**src/rtl/crc32_pkg.sv**
```systemverilog
// Shared constants and the 1-bit update for the reflected IEEE 802.3 CRC-32.
package crc32_pkg;

  localparam logic [31:0] CRC32_POLY_REFL = 32'hEDB88320;
  localparam logic [31:0] CRC32_INIT      = 32'hFFFFFFFF;
  localparam logic [31:0] CRC32_XOROUT    = 32'hFFFFFFFF;

  typedef struct packed {
    logic [31:0] crc;
    logic        valid;
  } crc32_res_t;

  function automatic logic [31:0] crc32_step_bit(
    input logic [31:0] c,
    input logic        d
  );
    logic [31:0] s;
    s = c >> 1;
    if (c[0] ^ d) begin
      s = s ^ CRC32_POLY_REFL;
    end
    return s;
  endfunction

endpackage

```
**src/rtl/crc32_word_step.sv**
```systemverilog
// Combinational fold of one 32-bit word into a reflected CRC-32 state.
module crc32_word_step
  import crc32_pkg::*;
(
  input  logic [31:0] crc_in,
  input  logic [31:0] data,
  output logic [31:0] crc_out
);

  logic [31:0] c;

  // Bit 0 enters first: little-endian bytes, LSB first within each byte.
  always_comb begin
    c = crc_in;
    for (int i = 0; i < 32; i++) begin
      c = crc32_step_bit(c, data[i]);
    end
  end

  assign crc_out = c;

endmodule

```
**src/rtl/crc32.sv**
```systemverilog
// Streaming CRC-32 accumulator: one word per clock, registered finalized CRC.
module crc32
  import crc32_pkg::*;
(
  input  logic        clk,
  input  logic        reset,
  input  logic [31:0] data_in,
  input  logic        input_valid,
  output logic [31:0] crc32_out,
  output logic        output_valid
);

  logic [31:0] crc_state_q;
  logic [31:0] crc_state_d;
  logic [31:0] crc_next;
  crc32_res_t  res_q;
  crc32_res_t  res_d;

  crc32_word_step u_step (
    .crc_in  (crc_state_q),
    .data    (data_in),
    .crc_out (crc_next)
  );

  always_comb begin
    crc_state_d = crc_state_q;
    res_d.crc   = res_q.crc;
    res_d.valid = 1'b0;
    if (input_valid) begin
      crc_state_d = crc_next;
      res_d.crc   = crc_next ^ CRC32_XOROUT;
      res_d.valid = 1'b1;
    end
  end

  // Reset overrides a simultaneous valid word, discarding it.
  always_ff @(posedge clk) begin
    if (reset) begin
      crc_state_q <= CRC32_INIT;
      res_q.crc   <= 32'h0;
      res_q.valid <= 1'b0;
    end else begin
      crc_state_q <= crc_state_d;
      res_q       <= res_d;
    end
  end

  assign crc32_out    = res_q.crc;
  assign output_valid = res_q.valid;

endmodule

```
**config.mk**
```make
export PLATFORM = sky130hd
export DESIGN_NAME = crc32
export DESIGN_NICKNAME = d
export VERILOG_FILES = /design/src/rtl/crc32_pkg.sv /design/src/rtl/crc32_word_step.sv /design/src/rtl/crc32.sv
export SDC_FILE = /design/constraint.sdc
export NUM_CORES = 1
export LEC_CHECK = 0
export BUFFER_PORTS_ARGS = -buffer_cell sky130_fd_sc_hd__buf_2
export CAP_MARGIN = 25
export CORE_MARGIN = 1.5
export CORE_UTILIZATION = 50
export DETAILED_ROUTE_END_ITERATION = 10
export HOLD_SLACK_MARGIN = 0.1
export MAX_ROUTING_LAYER = met4
export PLACE_DENSITY_LB_ADDON = 0.2
export SLEW_MARGIN = 0
export SYNTH_ARGS = -nofsm -noshare
export SYNTH_HDL_FRONTEND = slang
export SYNTH_SLANG_ARGS = --single-unit
```
**constraint.sdc**
```tcl
create_clock -name clk -period 5.3 [get_ports clk]
set_clock_uncertainty 0.15 [all_clocks]
set_input_delay 0.53 -clock clk [delete_from_list [all_inputs] [get_ports clk]]
set_output_delay 0.53 -clock clk [all_outputs]
set_load 0.02 [all_outputs]
```
Word level (Yosys, flattened, before mapping)
Cells that the tools add are included.

word-level totals
  output and inout bits = 33
  bits of input ports = 35
  register bits = 65
  logic and storage cells = 101

cells by class
  bitwise logic cells = 65
  muxes and demuxes = 33

operator list
  kind                           count
  32-bit 2-to-1 mux              32
  13-bit NOT with 14-bit output  32
  32-bit NOT                     1
  1-bit XOR                      32
  1-bit 2-to-1 mux               1

Logic depth before layout (Yosys ltp)
Gate-level depths: netlist of run 1.

  word-level depth = 65
  depth in mapped cells = 9
  depth with buffers taken out = 9

By module
From an unflattened synthesis of run 1, not the netlist that was laid out.

unflattened totals
  cells, all modules = 484
  area, all modules = 5,376.4 µm²

modules (own cells, without submodules)
  module           seq. area each (µm²)  instances  area each (µm²)  cells each
  crc32_word_step  0.0                   1          3,280.6          273
  crc32            1,301.2               1          2,095.8          211

Least setup slack after synthesis of run 1
Ideal clock, no wire load.

  path type = in2reg
  from = input data_in[0]
  to = register crc_state_q[17]
  required time = 5,033 ps
  setup time = 117 ps
  buffers on the path = 0
  stages on the path = 9
  arrival time = 3,701 ps
  setup slack = 1,332 ps
  path through = xnor2_4 xnor3_2 xnor3_2 xnor3_2 xnor3_4 xor2_4 xnor3_1 xor2_1 o22a_1

on the way
  word-level cells in the longest chain between the ends = 45
  elaborated cells between the ends (all ways) = 77
  those cells by class = 32 x mux; 45 x bitwise

RTL lines
  element                                                                       RTL line         RTL
  from (decl)                                                                   crc32.sv:7       input logic [31:0] data_in,
  1-bit XOR *                                                                   crc32_pkg.sv:19  if (c[0] ^ d) begin
  32-bit 2-to-1 mux * (3 in a row)                                              crc32_pkg.sv:19
  13-bit NOT with 14-bit output (no line) or 32-bit 2-to-1 mux (tied branches)  -
  32-bit 2-to-1 mux * (6 in a row)                                              crc32_pkg.sv:19
  1-bit XOR or 32-bit 2-to-1 mux (tied branches)                                crc32_pkg.sv:19
  32-bit 2-to-1 mux * (3 in a row)                                              crc32_pkg.sv:19
  branches (longest 1 deep; another with 1-bit XOR)                             -
  32-bit 2-to-1 mux * (6 in a row)                                              crc32_pkg.sv:19
  [... 12 more ...]                                                             -
  13-bit NOT with 14-bit output (no line), or another cell as far along         -
  32-bit 2-to-1 mux * (2 in a row)                                              crc32_pkg.sv:19
  13-bit NOT with 14-bit output (no line), or another cell as far along         -
  32-bit 2-to-1 mux *                                                           crc32_pkg.sv:19
  13-bit NOT with 14-bit output (no line) or 1-bit XOR (tied branches)          -
  32-bit 2-to-1 mux *                                                           crc32_pkg.sv:19
  13-bit NOT with 14-bit output (no line)                                       -
  32-bit 2-to-1 mux * (3 in a row)                                              crc32_pkg.sv:19
  to (signal assigned)                                                          crc32.sv:43      crc_state_q <= crc_state_d;
  to (decl)                                                                     crc32.sv:13      logic [31:0] crc_state_q;

Every way passes the cells marked *.
A chain may end at the register's enable or synchronous reset.

Worst setup path in the final report of run 1
  from = register crc_state_q[5]
  to = register res_q, in the netlist crc32_out[21]

on the way
  word-level cells in the longest chain between the ends = 45
  elaborated cells between the ends (all ways) = 67
  those cells by class = 32 x mux; 35 x bitwise

RTL lines
  element                                                                       RTL line         RTL
  32-bit 2-to-1 mux * (5 in a row)                                              crc32_pkg.sv:19
  1-bit XOR *                                                                   crc32_pkg.sv:19
  32-bit 2-to-1 mux * (6 in a row)                                              crc32_pkg.sv:19
  1-bit XOR, or another cell as far along                                       crc32_pkg.sv:19
  32-bit 2-to-1 mux *                                                           crc32_pkg.sv:19
  13-bit NOT with 14-bit output (no line) or 32-bit 2-to-1 mux (tied branches)  -
  32-bit 2-to-1 mux * (3 in a row)                                              crc32_pkg.sv:19
  13-bit NOT with 14-bit output (no line) or 1-bit XOR (tied branches)          -
  [... 16 more ...]                                                             -
  32-bit 2-to-1 mux * (2 in a row)                                              crc32_pkg.sv:19
  13-bit NOT with 14-bit output (no line)                                       -
  32-bit 2-to-1 mux *                                                           crc32_pkg.sv:19
  13-bit NOT with 14-bit output (no line)                                       -
  32-bit 2-to-1 mux * (2 in a row)                                              crc32_pkg.sv:19
  13-bit NOT with 14-bit output (no line)                                       -
  32-bit 2-to-1 mux *                                                           crc32_pkg.sv:19
  32-bit NOT (no line) *                                                        -
  to (signal assigned)                                                          crc32.sv:44      res_q <= res_d;
  to (decl)                                                                     crc32.sv:16      crc32_res_t res_q;

Every way passes the cells marked *; elsewhere a longest branch is shown, timed or not.

==> results of run 1 <==
-- layout make-up --
type	instances	share of cell area, %
Tap cell	140	2.765
Multi-Input combinational cell	380	66.79
Inverter	10	0.5924
Timing Repair Buffer	73	6.003
Sequential cell	65	20.54
Clock inverter	3	1.027
Clock buffer	12	2.291
-- flip-flops by register name (all words and copies together), names as in the netlist --
signal and count:
output_valid 1, crc32_out 32, crc_state_q 32
-- cell usage in the layout, fill, tap and decap left out, types with 7 or more instances in the layout --
cell type | netlist | final
o21ai_0 | 15 | 15
xnor3_1 | 49 | 49
o21a_1 | 9 | 9
xnor2_4 | 7 | 7
xor2_1 | 30 | 30
xnor2_1 | 136 | 136
dfxtp_1 | 65 | 65
inv_1 | 10 | 10
nor2_1 | 37 | 37
clkbuf_8 | 0 | 10
nand2_1 | 11 | 11
xor3_1 | 7 | 7
o22a_1 | 8 | 8
buf_2 | 0 | 67
a21oi_1 | 16 | 16
xnor2_2 | 9 | 9
xnor3_2 | 12 | 12
-- kinds of logic (layout without fill, tap and decap cells) --
group,Yosys count,after routing,share of synthesized area [%]
buffers and inverters,23,98,1.712
xor gates and xnor gates,258,258,63.21
DFF,65,65,23.12
AOI/OAI and AO/OA,59,59,6.690
muxes,6,6,1.067
and+or+nand+nor,57,57,4.201
-- metrics by stage --
stage               utilization, %  instances  worst slack (ps)
floorplan                        -        468              1332
CTS                          58.12        682             910.8
global route                 58.19        683             713.0
global placement             56.19        667             508.4
finish                       58.19        683             894.3
detailed placement           56.19        667             648.0
-- worst register-to-register path, stage by stage (launching register included) --
cell	delay (ps)
dfxtp_1	340
xnor2_1	550
xnor2_1	360
xnor3_4	710
xnor2_1	250
xnor2_2	530
xor3_2	590
xnor3_1	440
xnor2_1	250
o21ai_0	100
-- cells in the mapped netlist (10+ instances only) --
cell	count
xnor2_1	136
nand2_1	11
xnor3_1	49
nor2_1	37
xnor3_2	12
clkbuf_1	11
xor2_1	30
inv_1	10
a21oi_1	16
dfxtp_1	65
o21ai_0	15
-- worst min-delay path by stage --
stage	start	endpoint	slack (ps)
6_report	crc32_out[22]	crc32_out[22]	290
5_1_grt	crc32_out[0]	crc32_out[0]	310
4_1_cts	crc32_out[22]	crc32_out[22]	300
3_5_place_dp	crc32_out[11]	crc32_out[11]	290
3_3_place_gp	crc32_out[11]	crc32_out[11]	280
2_1_floorplan	crc_state_q[11]	crc_state_q[11]	290
-- per-layer routing --
metal | global-route usage [%] | vias up | part of all wire [%]
li1 | - | 1689 | -
met1 | 35.73 | 1675 | 46
met2 | 38.30 | 84 | 47
met3 | 3.407 | 16 | 5.2
met4 | 8.365 | 0 | 1.7
met5 | - | - | 0
==> impl_metrics.env, run 1 <==
export IMPL_outcome="complete, no violations"
export IMPL_path_class="register to register"
export IMPL_yosys_warnings=0
export IMPL_reg2reg_from="crc_state_q[5]"
export IMPL_num_antenna_cells=0
export IMPL_cts_made_buffers=9
export IMPL_fmax_ghz=0.2270
export IMPL_hold_viol=0
export IMPL_drc_errors=0
export IMPL_synth_area_per_cell_um2=12.03
export IMPL_setup_tns_final_ps=0
export IMPL_synthesis_nets=503
export IMPL_holdWs_ps=294.4
export IMPL_min_delay_path_depth=2
export IMPL_grt_max_degree=49
export IMPL_vias=3464
export IMPL_finalSetupViolations=0
export IMPL_wl_per_cell_um=19.87
export IMPL_wl_um=13570
export IMPL_placed_area_um2=6118
export IMPL_crit_chain="xnor2_1 > xnor2_1 > xnor3_4 > xnor2_1 > xnor2_2 > xor3_2 > xnor3_1 > xnor2_1 > o21ai_0"
export IMPL_final_nets=574
export IMPL_synth_cell_types=32
export IMPL_cts_tree="done"
export IMPL_cp_common_cell="xnor2_1"
export IMPL_place_gp_congestion=0.9606
export IMPL_first_iter_violations=238
export IMPL_crit_cells=9
export IMPL_synth_edff_count=0
export IMPL_core_um2=10890
export IMPL_grt_pass1_vias=3453
export IMPL_dpl_hpwl_um=11240
export IMPL_critPathLaunch="crc_state_q[5]"
export IMPL_synth_ff_type="dfxtp_1"
export IMPL_dieArea_um2=11900
export IMPL_start_kind="register"
export IMPL_antenna_found_initial=0
export IMPL_die_height_um=109.1
export IMPL_syn_inst=468
export IMPL_final_cell_area_um2=6336
export IMPL_port_buffers=67
export IMPL_cts_sinks=65
export IMPL_cp_arrival_ps=4460
export IMPL_clk_pin_slew_ps=70
export IMPL_slew_viol_final=0
export IMPL_overflow=0
export IMPL_multi_input_area_um2=4232
export IMPL_cp_top_family="XOR/XNOR gates"
export IMPL_tightest_slew_ps=830.0
export IMPL_max_cap_violations=0
export IMPL_clk_path_buf_depth=2
export IMPL_synth_top_area_share_pct=23.12
export IMPL_yosys_area_top_type="dfxtp_1"
export IMPL_start_util_pct=51.70
export IMPL_cp_max_fo=7
export IMPL_antenna_left=0
export IMPL_fp_dieW_um=109.1
export IMPL_fin_crit_sh_pct=83.13
export IMPL_rsz0062_at_grt="no"
export IMPL_critPathBufInv=0
export IMPL_hold_buffers=0
export IMPL_crit_slowest_cell="xnor3_4"
export IMPL_ios=68
export IMPL_maxSlewHeadroom_pct=44.67
export IMPL_vias_per_cell=5.072
export IMPL_insertion_delay_ps=350
export IMPL_postCtsResizedCells=0
export IMPL_min_period_ps=4406
export IMPL_ys_seq_area_share_pct=23.12
export IMPL_async_flop_share_pct=0
export IMPL_end_kind="register"
export IMPL_cts_setup_buffers=0
export IMPL_ff_latch_area_um2=1301
export IMPL_grt_usage_pct=25.53
export IMPL_r2r_end="crc32_out[21]"
export IMPL_rows=38
export IMPL_htree_levels=3
export IMPL_n_fill_cell=951
export IMPL_synth_area_um2=5629
export IMPL_rrSetupSlack_ps=890
export IMPL_drive_above_1_share_pct=23.76
export IMPL_ys_top_cells_by_area="dfxtp_1 23%, xnor2_1 21%, xnor3_1 20%"
export IMPL_drt_first_pass_iters=4
export IMPL_crit_end="crc32_out[21]"
export IMPL_cts_root_buffer="clkbuf_8"
export IMPL_min_path_type="register to register"
export IMPL_crit_required_ps=5360
export IMPL_crit_path_max_incr_delay_ps=710
export IMPL_r2r_cells=9
export IMPL_areaGrowthSynthToFinish_pct=12.56
export IMPL_synth_seq_cells=65
export IMPL_grt_pass1_wl_um=20670
Power of run 1 is left out: the tool's default activity adds up to more than one toggle a clock period on the data nets, which glitch-free logic cannot reach.
==> run 2, diff against run 1 <==
- ABC_AREA: not set -> 1
- clock period: 5.3 -> 3.77 ns (I/O delays scaled with it)
==> run 2 against run 1 <==
Sequential share of layout area decreased by 5.6 points. Global-route usage up 5.7 points. Via count is 140% higher. Core utilization is 0.46 points lower. Die area up 36%. Worst setup slack lost 640 ps. Non-clock buffer count up 27. Synthesized area rose by 37%. Cell area is 38% higher. Clock-buffer cell count shrank 3. Fmax rose by 25%. First-iteration DRC count rose to 2.9 times the previous value. Critical path type unchanged. Highest routed layer unchanged.
==> impl_metrics.env, run 2 <==
export IMPL_wl_um=24860
export IMPL_r2r_end="crc_state_q[18]"
export IMPL_end_kind="register"
export IMPL_yosys_area_top_type="nand2_1"
export IMPL_synthesis_nets=1345
export IMPL_areaGrowthSynthToFinish_pct=13.51
export IMPL_rrSetupSlack_ps=250
export IMPL_rows=45
export IMPL_reg2reg_from="crc_state_q[7]"
export IMPL_clk_path_buf_depth=2
export IMPL_final_cell_area_um2=8745
export IMPL_tightest_slew_ps=1003
export IMPL_ys_seq_area_share_pct=16.89
export IMPL_synth_seq_cells=65
export IMPL_synth_compound_area_share_pct=4.596
export IMPL_clk_pin_slew_ps=50
export IMPL_final_nets=1430
export IMPL_crit_required_ps=3790
export IMPL_min_period_ps=3521
export IMPL_yosys_area_share_simple_pct=55.16
export IMPL_grt_pass1_vias=7132
export IMPL_layout_commonest_cell="nand2_1"
export IMPL_path_class="register to register"
export IMPL_cts_root_buffer="clkbuf_16"
export IMPL_core_um2=15150
export IMPL_async_flop_share_pct=0
export IMPL_placed_area_um2=8304
export IMPL_fmax_ghz=0.2840
export IMPL_synth_area_um2=7704
export IMPL_antenna_found_initial=0
export IMPL_antenna_left=0
export IMPL_start_util_pct=50.86
export IMPL_fp_dieW_um=127.1
export IMPL_place_gp_congestion=1.051
export IMPL_synth_area_per_cell_um2=5.881
export IMPL_vias=8290
export IMPL_overflow=0
export IMPL_slew_viol_final=0
export IMPL_wl_per_cell_um=15.65
export IMPL_grt_usage_pct=31.24
export IMPL_synth_ff_type="dfxtp_1"
export IMPL_holdCritStartpoint="crc_state_q[25]"
export IMPL_grt_pass1_wl_um=38060
export IMPL_ys_top_cells_by_area="nand2_1 28%, dfxtp_1 17%, nand3_1 10%"
export IMPL_insertion_delay_ps=330
export IMPL_r2r_cells=29
export IMPL_cts_sinks=65
export IMPL_synth_most_common_cell="nand2_1"
export IMPL_die_height_um=127.1
export IMPL_hold_buffers=0
export IMPL_synth_top_area_share_pct=28.07
export IMPL_synth_top_family_by_area="simple AND/OR/NAND/NOR gates"
export IMPL_start_kind="register"
export IMPL_max_cap_violations=0
export IMPL_grt_max_degree=67
export IMPL_fin_crit_sh_pct=93.38
export IMPL_min_path_type="register to register"
export IMPL_min_delay_path_depth=2
export IMPL_maxSlewHeadroom_pct=33.07
export IMPL_vias_per_cell=5.220
export IMPL_num_antenna_cells=0
export IMPL_cp_max_fo=10
export IMPL_syn_inst=1310
export IMPL_first_iter_violations=679
export IMPL_fin_util_pct=57.74
export IMPL_drt_first_pass_iters=5
export IMPL_synth_commonest_cells="576 x nand2_1, 155 x nand3_1, 114 x inv_1"
export IMPL_cp_arrival_ps=3540
export IMPL_synth_mux_area_share_pct=0
export IMPL_synthXorXnorAreaFrac_pct=14.08
export IMPL_outcome="complete, no violations"
export IMPL_final_cell_mix="570 x nand2_1, 155 x nand3_1, 112 x inv_1"
export IMPL_hold_path_end="crc_state_q[25]"
export IMPL_dpl_hpwl_um=19950
export IMPL_port_buffers=67
export IMPL_finalSetupViolations=0
export IMPL_synthAdderAreaFrac_pct=0
export IMPL_synth_edff_count=0
export IMPL_ios=68
export IMPL_hold_viol=0
export IMPL_drc_errors=0
export IMPL_cp_common_cell="nand2_1"
export IMPL_synth_cell_types=38
export IMPL_cts_made_buffers=9
export IMPL_n_fill_cell=1506
export IMPL_crit_path_max_incr_delay_ps=350
export IMPL_drive_above_1_share_pct=21.07
export IMPL_yosys_warnings=0
export IMPL_dieArea_um2=16160
export IMPL_crit_slowest_cell="dfxtp_2"
export IMPL_htree_levels=3
export IMPL_cts_tree="done"
## run 2: cell type report
cell class | instances | area, µm² | share of cell area (%)
inverters | 141 | 546.8 | 6.253
flip-flops and latches | 65 | 1308 | 14.95
repair buffers | 100 | 595.6 | 6.811
multi-input cells | 1078 | 5758 | 65.85
well taps | 188 | 235.2 | 2.690
clock inverters | 7 | 76.32 | 0.8728
clock buffers | 9 | 225.2 | 2.575
## run 2: stage by stage
stage / setup TNS (ps) / cells / hold slack (ps) / setup slack [ps]
floorplan: 0 / 1310 / 274.7 / 906.0
global placement: 0 / 1564 / 291.3 / 79.91
detailed placement: 0 / 1564 / 294.1 / 30.96
CTS: 0 / 1580 / 306.7 / 112.1
global route: -9.748 / 1588 / 329.8 / -9.748
finish: 0 / 1588 / 307.0 / 249.4
## run 2: how the worst max path moves through the flow
| stage | slack [ps] | to | start |
|---|---|---|---|
| after CTS | 110 | crc_state_q[18] | crc_state_q[4] |
| after detailed placement | 30 | crc32_out[8] | data_in[1] |
| after floorplan | 910 | crc_state_q[26] | data_in[1] |
| after global placement | 80 | crc_state_q[25] | data_in[2] |
| final | 250 | crc_state_q[18] | crc_state_q[7] |
| after global routing | -10 | crc_state_q[25] | crc_state_q[2] |
## run 2: per-layer routing
metal	wire length (µm)	vias to the layer above	track usage (%)	share of wire (%)
met4	522	0	7.821	2.1
met3	1700	34	5.695	6.8
li1	-	4228	-	-
met5	0	-	-	0
met2	11350	274	48.59	46
met1	11290	3754	41.99	45
## run 2: repair_timing
action	in CTS	in global routing
setup endpoints to repair	0	47
resized for setup	0	23
setup buffers	0	8
endpoints found under the hold margin	0	0
## run 2: worst max-delay path: cells and delay by family, from the launching register on
family	cells	cell delay, ps
buffers and inverters	4	400
DFF	1	350
and+or+nand+nor	25	2450
## run 2: kinds of logic after synthesis
kind of cell	count (synthesis)
simple gates	902
buf+inv	167
xor+xnor	114
flops	65
compound gates	62
Power of run 2 is left out for the same reason.
